File: config.mk
export PLATFORM = sky130hd
export DESIGN_NAME = shift_issue_unit
export DESIGN_NICKNAME = d
export VERILOG_FILES = /design/src/rtl/shift_pkg.sv /design/src/rtl/shift_cmd_fifo.sv /design/src/rtl/shift_issue_unit.sv
export SDC_FILE = /design/constraint.sdc
export NUM_CORES = 1
export LEC_CHECK = 0
export BUFFER_PORTS_ARGS = -buffer_cell sky130_fd_sc_hd__buf_2
export CORE_MARGIN = 2
export CORE_UTILIZATION = 55
export DETAILED_ROUTE_END_ITERATION = 16
export PLACE_DENSITY_LB_ADDON = 0.05
export SLEW_MARGIN = 15
export SYNTH_ARGS = -nofsm -noshare
export SYNTH_HDL_FRONTEND = slang
export SYNTH_SLANG_ARGS = --single-unit
File: constraint.sdc
create_clock -name clk -period 4.05 [get_ports clk]
set_input_delay 0 -clock clk [delete_from_list [all_inputs] [get_ports clk]]
set_output_delay 0 -clock clk [all_outputs]
set_load 0.02 [all_outputs]
File: src/rtl/shift_pkg.sv
// Shared types and widths for the shift command front-end.
package shift_pkg;

    localparam int unsigned SHIFT_W = 8;
    localparam int unsigned SHAMT_W = 3;

    typedef struct packed {
        logic [SHIFT_W-1:0] din;
        logic [SHAMT_W-1:0] shamt;
        logic               lr;
        logic               al;
    } shift_cmd_t;

endpackage

File: src/rtl/shift_cmd_fifo.sv
// Synchronous command FIFO; occupancy count drives full/empty so pointers may simply wrap.
module shift_cmd_fifo
    import shift_pkg::*;
#(
    parameter int unsigned DEPTH = 4
) (
    input  logic       clk,
    input  logic       rst,
    input  logic       flush,
    input  logic       push,
    input  shift_cmd_t push_data,
    input  logic       pop,
    output shift_cmd_t head,
    output logic       head_valid,
    output logic       full
);

    localparam int unsigned PTR_W = $clog2(DEPTH);
    localparam int unsigned CNT_BITS = PTR_W + 1;

    shift_cmd_t          mem [DEPTH];
    logic [PTR_W-1:0]    wr_ptr;
    logic [PTR_W-1:0]    rd_ptr;
    logic [CNT_BITS-1:0] count;
    logic                empty;
    logic                do_push;
    logic                do_pop;

    assign empty   = (count == '0);
    assign full    = (count == CNT_BITS'(DEPTH));
    assign do_push = push && !full && !flush;
    assign do_pop  = pop && !empty && !flush;

    always_ff @(posedge clk) begin
        if (rst || flush) begin
            wr_ptr <= '0;
            rd_ptr <= '0;
            count  <= '0;
        end else begin
            if (do_push) wr_ptr <= wr_ptr + PTR_W'(1);
            if (do_pop)  rd_ptr <= rd_ptr + PTR_W'(1);
            case ({do_push, do_pop})
                2'b10:   count <= count + CNT_BITS'(1);
                2'b01:   count <= count - CNT_BITS'(1);
                default: count <= count;
            endcase
        end
    end

    // Storage needs no reset: entries are only visible through a nonzero count.
    always_ff @(posedge clk) begin
        if (do_push) mem[wr_ptr] <= push_data;
    end

    assign head_valid = !empty;
    assign head       = empty ? '0 : mem[rd_ptr];

endmodule

File: src/rtl/shift_issue_unit.sv
// Command buffer, issue handshake and registered result stage for an external barrel shifter.
module shift_issue_unit
    import shift_pkg::*;
#(
    parameter int unsigned DEPTH = 4,
    parameter int unsigned CNT_W = 16
) (
    input  logic               clk,
    input  logic               rst,
    input  logic               flush,
    input  logic               in_valid,
    output logic               in_ready,
    input  logic [SHIFT_W-1:0] in_din,
    input  logic [SHAMT_W-1:0] in_shamt,
    input  logic               in_lr,
    input  logic               in_al,
    output logic [SHIFT_W-1:0] bs_din,
    output logic [SHAMT_W-1:0] bs_shamt,
    output logic               bs_lr,
    output logic               bs_al,
    input  logic [SHIFT_W-1:0] bs_dout,
    output logic               out_valid,
    input  logic               out_ready,
    output logic [SHIFT_W-1:0] out_data,
    output logic [CNT_W-1:0]   op_count
);

    shift_cmd_t in_cmd;
    shift_cmd_t head;
    logic       head_valid;
    logic       full;
    logic       issue;
    logic       handoff;

    assign in_cmd = '{din: in_din, shamt: in_shamt, lr: in_lr, al: in_al};

    shift_cmd_fifo #(
        .DEPTH(DEPTH)
    ) u_fifo (
        .clk       (clk),
        .rst       (rst),
        .flush     (flush),
        .push      (in_valid),
        .push_data (in_cmd),
        .pop       (issue),
        .head      (head),
        .head_valid(head_valid),
        .full      (full)
    );

    assign in_ready = !full;
    assign issue    = head_valid && (!out_valid || out_ready);
    assign handoff  = out_valid && out_ready;

    assign bs_din   = head.din;
    assign bs_shamt = head.shamt;
    assign bs_lr    = head.lr;
    assign bs_al    = head.al;

    always_ff @(posedge clk) begin
        if (rst) begin
            out_valid <= 1'b0;
            out_data  <= '0;
            op_count  <= '0;
        end else if (flush) begin
            // The held result is discarded, so it is not counted as handed off.
            out_valid <= 1'b0;
            out_data  <= '0;
        end else begin
            if (issue) begin
                out_data  <= bs_dout;
                out_valid <= 1'b1;
            end else if (handoff) begin
                out_valid <= 1'b0;
            end
            if (handoff) op_count <= op_count + CNT_W'(1);
        end
    end

endmodule

Yosys cells after proc, flatten, opt, wreduce, memory -nomap -nowiden
Memory sizes are Yosys's and may differ from the RTL's. A register that Yosys moved wholly into a read port is not among the register bits.
Cells that the tools add are included.
{"block": "classes", "addsub": 5, "n_eq_ne": 3, "mux": 8, "bitwise_logic": 1, "reduce_logical": 17}
{"operator": "16-bit by 1-bit adder with 16-bit output, second input constant", "n": 1}
{"operator": "13-bit two-way mux", "n": 1}
{"operator": "1-bit logical AND", "n": 6}
{"operator": "3-bit case mux with 2 select lines", "n": 1}
{"operator": "2-bit by 1-bit adder with 2-bit output, second input constant", "n": 2}
{"operator": "1-bit zero test", "n": 4}
{"operator": "1-bit two-way mux", "n": 4}
{"operator": "2-bit two-way mux", "n": 2}
{"operator": "2-bit nonzero test", "n": 2}
{"operator": "3-bit by 1-bit adder with 3-bit output, second input constant", "n": 1}
{"operator": "3-bit == test, second input constant", "n": 1}
{"operator": "3-bit zero test", "n": 1}
{"operator": "3-bit by 1-bit subtractor with 3-bit output, second input constant", "n": 1}
{"operator": "2-bit by 1-bit == test with 1-bit output, second input constant", "n": 1}
{"operator": "2-bit == test, second input constant", "n": 1}
{"operator": "1-bit logical OR", "n": 2}
{"operator": "2-bit AND reduction", "n": 1}
{"operator": "2-bit OR reduction", "n": 1}
{"operator": "1-bit inverter", "n": 1}
{"block": "totals", "ff_bits": 32, "ramBits": 52, "out_inout_bits": 39, "elab_cells": 41, "n_memories": 1}
{"name": "u_fifo.mem", "depth": 4, "width": 13, "read_ports": 1, "rd_clocked_by_memory_dff": 1, "write_ports": 1, "line_no": "shift_cmd_fifo.sv:21", "text": "shift_cmd_t mem [DEPTH];"}

Depth between registers and ports, before layout
{"block": "logic_depth", "depth_word": 7, "mapped_depth": 10, "ltp_nobuf": 10}

By module
A second synthesis with hierarchy kept.
{"block": "hier_totals", "hier_cells": 263, "area_unflattened_um2": 3579.7}
{"mod": "shift_cmd_fifo", "instances": 1, "cells_each": 139, "area_per_inst_um2": 2476.1, "seq_area_each_um2": 1741.7}
{"mod": "shift_issue_unit", "instances": 1, "cells_each": 124, "area_per_inst_um2": 1103.6, "seq_area_each_um2": 500.5}

Least setup slack after synthesis
OpenSTA, ideal clock, no wires.
{"block": "synth_path", "kind": "register to register", "startpoint": "register u_fifo.count[0]", "endpoint": "register u_fifo.count[2]", "arrival_time_ns": 2.281, "setup_slack_ns": 1.699, "stages_incl_launch_ff": 11, "path_buffers": 0, "synth_period_minus_slack_ns": 2.351, "cell_sequence": "dfxtp_1 or3b_2 nand2_1 nor2_1 inv_1 ha_1 inv_1 fa_1 xor2_1 or3_1 a21oi_1"}
{"element": "from (decl)", "line_no": "shift_cmd_fifo.sv:24", "text": "logic [CNT_BITS-1:0] count;"}
{"element": "from (signal assigned)", "line_no": "shift_cmd_fifo.sv:43", "text": "2'b10: count <= count + CNT_BITS'(1);"}
{"element": "from (signal assigned)", "line_no": "shift_cmd_fifo.sv:44", "text": "2'b01: count <= count - CNT_BITS'(1);"}
{"element": "from (signal assigned)", "line_no": "shift_cmd_fifo.sv:45", "text": "default: count <= count;"}
{"element": "3-bit == test *", "line_no": "shift_cmd_fifo.sv:30", "text": "assign full = (count == CNT_BITS'(DEPTH));"}
{"element": "1-bit zero test *"}
{"element": "named net in_ready", "line_no": "shift_issue_unit.sv:12", "text": "output logic in_ready,"}
{"element": "1-bit logical AND * (2 in a row)", "line_no": "shift_cmd_fifo.sv:31", "text": "assign do_push = push && !full && !flush;"}
{"element": "2-bit by 1-bit == test with 1-bit output or 2-bit == test (tied branches)", "line_no": "shift_cmd_fifo.sv:42", "text": "case ({do_push, do_pop})"}
{"element": "3-bit case mux with 2 select lines or 2-bit nonzero test (tied branches)"}
Mark *: on every way through the listed nets, which the timed path passes. The rest lies on a longest branch.
A chain may end at the register's enable or synchronous reset.

Worst setup path after layout
{"block": "layout_path", "startpoint": "register u_fifo.count[2]", "endpoint": "register u_fifo.count[2]"}
{"block": "layout_via", "elab_chain_cells": 7}
{"element": "3-bit zero test", "line_no": "shift_cmd_fifo.sv:29", "text": "assign empty = (count == '0);"}
{"element": "1-bit zero test", "line_no": "shift_cmd_fifo.sv:32, shift_cmd_fifo.sv:55"}
{"element": "1-bit logical AND", "line_no": "shift_issue_unit.sv:52", "text": "assign issue = head_valid && (!out_valid || out_ready);"}
{"element": "1-bit logical AND (2 in a row)", "line_no": "shift_cmd_fifo.sv:32", "text": "assign do_pop = pop && !empty && !flush;"}
{"element": "2-bit by 1-bit == test with 1-bit output or 2-bit == test (tied branches)", "line_no": "shift_cmd_fifo.sv:42"}
{"element": "3-bit case mux with 2 select lines or 2-bit nonzero test (tied branches)"}
Parallel ways exist; a longest one is shown, timed or not.

==> run_summary.xml <==
<?xml version="1.0" encoding="UTF-8"?>
<metrics>
  <group name="place">
    <metric name="place_hpwl" unit="um">4010</metric>
    <metric name="routabilityCongestion" unit="">0.776</metric>
    <metric name="detailedPlace.worstSlack" unit="ns">1.61</metric>
    <metric name="port_buffers" unit="">64</metric>
    <metric name="dp.cells" unit="">381</metric>
  </group>
  <group name="synthesis">
    <metric name="area_share_of_fa_ha_maj_cells_after_synthesis" unit="%">2.76</metric>
    <metric name="cell_variety_after_synth" unit="">35</metric>
    <metric name="synth_top_family_by_area" unit="">simple AND/OR/NAND/NOR gates</metric>
    <metric name="synth.ff_latch_count" unit="">86</metric>
    <metric name="synth_area_per_cell" unit="sq um">13.7</metric>
    <metric name="postSynthCellCount" unit="">251</metric>
    <metric name="synth_async_sr_flop_share" unit="%">0</metric>
    <metric name="postSynth.topFlopCell" unit="">sky130_fd_sc_hd__edfxtp_1</metric>
    <metric name="synth_nets" unit="">284</metric>
    <metric name="number_of_flops_mapped_to_enable_cells_by_yosys" unit="">52</metric>
    <metric name="synth-warning-count" unit="">0</metric>
    <metric name="synth.area.top_cells" unit="">sky130_fd_sc_hd__edfxtp_1, sky130_fd_sc_hd__dfxtp_1, sky130_fd_sc_hd__mux4_2, sky130_fd_sc_hd__a21oi_1, sky130_fd_sc_hd__nor2b_1</metric>
    <metric name="synth.mux.area_fraction" unit="%">8.78</metric>
    <metric name="synth_largest_type_area_fraction" unit="%">45.3</metric>
    <metric name="synth_compound_gate_area_share" unit="%">3.77</metric>
    <metric name="yosysSeqAreaShare" unit="%">65.0</metric>
    <metric name="post_synth_xor_area_fraction" unit="%">3.55</metric>
    <metric name="synth_common_cells" unit="">sky130_fd_sc_hd__edfxtp_1, sky130_fd_sc_hd__dfxtp_1, sky130_fd_sc_hd__nand2_1</metric>
    <metric name="yosys.cell_count.top_type" unit="">sky130_fd_sc_hd__edfxtp_1</metric>
    <metric name="syn-cell-area" unit="sq um">3450</metric>
    <metric name="synth_top_cell_by_area" unit="">sky130_fd_sc_hd__edfxtp_1</metric>
    <metric name="synth_simple_gate_area_share" unit="%">13.9</metric>
  </group>
  <group name="worst_setup_path">
    <metric name="reg2reg_depth" unit="">10</metric>
    <metric name="ff2ff_setup_slack" unit="ns">1.59</metric>
    <metric name="timing.rr.end" unit="">u_fifo.count[2]</metric>
    <metric name="worst-path-buf-inv" unit="">2</metric>
    <metric name="worst-setup-path-type" unit="">register to register</metric>
    <metric name="chain_of_cells_forming_the_critical_path" unit="">or3b_2 -&gt; nand2_1 -&gt; nor2_1 -&gt; inv_1 -&gt; ha_1 -&gt; inv_1 -&gt; fa_1 -&gt; xor2_1 -&gt; or3_1 -&gt; a21oi_1</metric>
    <metric name="crit_arrival" unit="ns">2.75</metric>
    <metric name="critPathTopFamily" unit="">simple AND/OR/NAND/NOR gates</metric>
    <metric name="critical_path.slowest_cell" unit="">sky130_fd_sc_hd__or3b_2</metric>
    <metric name="cp_data_required_time" unit="ns">4.33</metric>
    <metric name="timing.critical_path.from_type" unit="">register</metric>
    <metric name="critical_path.max_stage_delay" unit="ns">0.50</metric>
    <metric name="crit_fanout" unit="">5</metric>
    <metric name="endpoint_type_of_the_worst_setup_path" unit="">register</metric>
    <metric name="timing.critical_path.mode_cell" unit="">sky130_fd_sc_hd__inv_1</metric>
    <metric name="reg2reg_launch_point" unit="">u_fifo.count[2]</metric>
  </group>
  <group name="sta">
    <metric name="post-route-min-period" unit="ns">2.46</metric>
    <metric name="timing.final.max_slew_violations" unit="">0</metric>
    <metric name="rsz0062_at_grt" unit="">false</metric>
    <metric name="worstMarginPinSlew" unit="ns">0.887</metric>
    <metric name="timing.clock.skew" unit="ns">0.00652</metric>
    <metric name="setup_viol" unit="">0</metric>
    <metric name="hold-worst-slack" unit="ns">0.00223</metric>
    <metric name="slew-limit-headroom" unit="%">40.8</metric>
    <metric name="achievable-frequency" unit="MHz">406</metric>
    <metric name="setup-tns-final" unit="ns">0</metric>
    <metric name="timing.final.crit_share" unit="%">60.9</metric>
    <metric name="setup_ws" unit="ns">1.59</metric>
    <metric name="finalHoldViolCount" unit="">0</metric>
  </group>
  <group name="final_layout">
    <metric name="final_net_count" unit="">372</metric>
    <metric name="multi_input_comb_area" unit="sq um">1130</metric>
    <metric name="layout-drive-gt1-share" unit="%">29.1</metric>
    <metric name="layout-area-overhead-vs-synth" unit="%">22.7</metric>
    <metric name="antenna_cells" unit="">0</metric>
    <metric name="final_cell_count_no_fill" unit="">419</metric>
    <metric name="area.sequential" unit="sq um">2240</metric>
    <metric name="filler_cell_count" unit="">424</metric>
  </group>
  <group name="clocking">
    <metric name="cts-buffers-inserted" unit="">9</metric>
    <metric name="worst_setup_hold_path_clk_slew" unit="ns">0.08</metric>
    <metric name="clkLatencyLatePin" unit="ns">0.35</metric>
    <metric name="cts-root-to-sink-buffers" unit="">2</metric>
    <metric name="cts_tree" unit="">built</metric>
    <metric name="h-tree-depth" unit="">3</metric>
    <metric name="clock_sinks" unit="">86</metric>
    <metric name="cell_chosen_for_the_clock_root" unit="">sky130_fd_sc_hd__clkbuf_8</metric>
    <metric name="postCtsSetupBuffers" unit="">0</metric>
  </group>
  <group name="power_and_ir_drop">
    <metric name="power-per-cell-area" unit="nW/um^2">386</metric>
    <metric name="vdd_ir_drop_max" unit="uV">275</metric>
    <metric name="p_leak" unit="nW">1.59</metric>
    <metric name="total_chip_power" unit="mW">1.63</metric>
  </group>
  <group name="routing">
    <metric name="post-route-drc-count" unit="">0</metric>
    <metric name="total_vias_in_the_final_route" unit="">2215</metric>
    <metric name="first_pass_iters" unit="">4</metric>
    <metric name="drt.antenna.violating_nets" unit="">0</metric>
    <metric name="wl_per_cell" unit="um">15.5</metric>
    <metric name="wl" unit="um">6510</metric>
    <metric name="route.detailed.vias_per_inst" unit="">5.29</metric>
    <metric name="drt_iter0_markers" unit="">78</metric>
  </group>
  <group name="floorplanning">
    <metric name="die_y" unit="um">83.2</metric>
    <metric name="die_w" unit="um">83.2</metric>
    <metric name="start_util" unit="%">57.6</metric>
    <metric name="fp.dieArea" unit="sq um">6920</metric>
    <metric name="core_box_area" unit="sq um">5990</metric>
    <metric name="top_level_ports" unit="">65</metric>
    <metric name="cell_row_count" unit="">28</metric>
  </group>
  <group name="grt">
    <metric name="global_route_wire_length_before_repair" unit="um">10800</metric>
    <metric name="initial_antenna_violation_count" unit="">0</metric>
    <metric name="number_of_global_route_vias_before_repair" unit="">2291</metric>
    <metric name="grt_max_degree" unit="">18</metric>
    <metric name="globalRouteTotalUtil" unit="%">20.1</metric>
    <metric name="grt.overflow.total" unit="">0</metric>
  </group>
  <group name="min_path">
    <metric name="min_path_type" unit="">input pin to register</metric>
    <metric name="worstHoldPathCells" unit="">2</metric>
    <metric name="endpoint_of_the_worst_hold_path" unit="">op_count[3]</metric>
    <metric name="worst_hold_startpoint" unit="">rst</metric>
  </group>
  <group name="run">
    <metric name="max_cap_violations" unit="">0</metric>
  </group>
  <group name="outcome">
    <metric name="status" unit="">finished, final reports clean</metric>
  </group>
</metrics>
==> cell usage in the layout (no fill, tap or decap), types with 2 or more instances in the layout <==
cell | synthesis | layout
sky130_fd_sc_hd__a21oi_1 | 18 | 18
sky130_fd_sc_hd__and2_1 | 4 | 4
sky130_fd_sc_hd__and3_1 | 2 | 2
sky130_fd_sc_hd__buf_2 | 2 | 64
sky130_fd_sc_hd__clkbuf_8 | 0 | 9
sky130_fd_sc_hd__clkinv_2 | 0 | 2
sky130_fd_sc_hd__clkinv_4 | 0 | 2
sky130_fd_sc_hd__dfxtp_1 | 34 | 34
sky130_fd_sc_hd__dlygate4sd3_1 | 0 | 22
sky130_fd_sc_hd__edfxtp_1 | 52 | 52
sky130_fd_sc_hd__ha_1 | 6 | 6
sky130_fd_sc_hd__inv_1 | 6 | 6
sky130_fd_sc_hd__mux4_2 | 13 | 13
sky130_fd_sc_hd__nand2_1 | 22 | 22
sky130_fd_sc_hd__nand2b_1 | 2 | 2
sky130_fd_sc_hd__nand3_1 | 6 | 6
sky130_fd_sc_hd__nand4_1 | 4 | 4
sky130_fd_sc_hd__nor2_1 | 19 | 19
sky130_fd_sc_hd__nor2b_1 | 14 | 14
sky130_fd_sc_hd__o21ai_0 | 5 | 5
sky130_fd_sc_hd__o31ai_1 | 2 | 2
sky130_fd_sc_hd__or3_1 | 4 | 4
sky130_fd_sc_hd__or4_1 | 2 | 2
sky130_fd_sc_hd__xnor2_1 | 4 | 4
sky130_fd_sc_hd__xor2_1 | 10 | 10
==> kinds of logic after synthesis <==
logic type	Yosys count
simple gates	89
fa+ha+maj	7
xor+xnor	14
compound gates	25
buf+inv	16
mux	14
flops	86
==> layout make-up <==
cell class                 instances  share of cell area (%)
sequential                        86                    53.0
multi-input combinational        149                    26.8
timing repair buffer              87                    13.0
clock buffer                      10                    3.02
tap                               75                    2.22
clock inverter                     6                    1.48
inverter                           6                   0.532
==> per-layer routing <==
layer / up-vias / routed length (um) / GRT usage (%)
met5: - / 0 / 0
met4: 0 / 112 / 8.49
met3: 10 / 284 / 4.87
met2: 52 / 3290 / 33.7
met1: 1071 / 2820 / 24.9
li1: 1082 / - / -
==> flip-flops by register name, summed over array words and instances (netlist names), named ones only <==
register and flops:
out_valid 1, out_data 8, u_fifo.mem 52, u_fifo.wr_ptr 2, u_fifo.rd_ptr 2, u_fifo.count 3, op_count 16
==> power by group <==
part           total, mW  leakage, nW  switching, mW  internal (mW)
logic              0.103        0.743         0.0536         0.0499
clock network      0.584       0.0962          0.300          0.284
registers          0.946        0.747        0.00692          0.939
==> metrics by stage <==
stage,cell area [sq um],utilization (%)
6_report,4230,70.6
5_1_grt,4230,70.6
4_1_cts,4230,70.6
3_5_place_dp,3820,63.8
3_3_place_gp,3820,63.8
2_1_floorplan,3450,-
==> worst max path at each step <==
| stage | startpoint | to | slack (ns) | depth (start not counted) |
|---|---|---|---|---|
| final | u_fifo.count[2] | u_fifo.count[2] | 1.59 | 10 |
| after floorplan | u_fifo.count[0] | u_fifo.count[2] | 1.70 | 10 |
| after CTS | u_fifo.count[0] | u_fifo.count[2] | 1.57 | 10 |
| after global placement | u_fifo.count[0] | u_fifo.count[2] | 1.70 | 10 |
| after detailed placement | u_fifo.count[2] | u_fifo.count[2] | 1.61 | 10 |
| after global routing | u_fifo.count[0] | u_fifo.count[2] | 1.43 | 10 |
==> repair_timing <==
item | CTS | global route
resized for setup | 0 | 0
setup endpoints to repair | 0 | 0
hold buffers | 22 | 0
hold endpoints to repair | 61 | 0
Note: power is estimated with default switching activity, not from simulation.
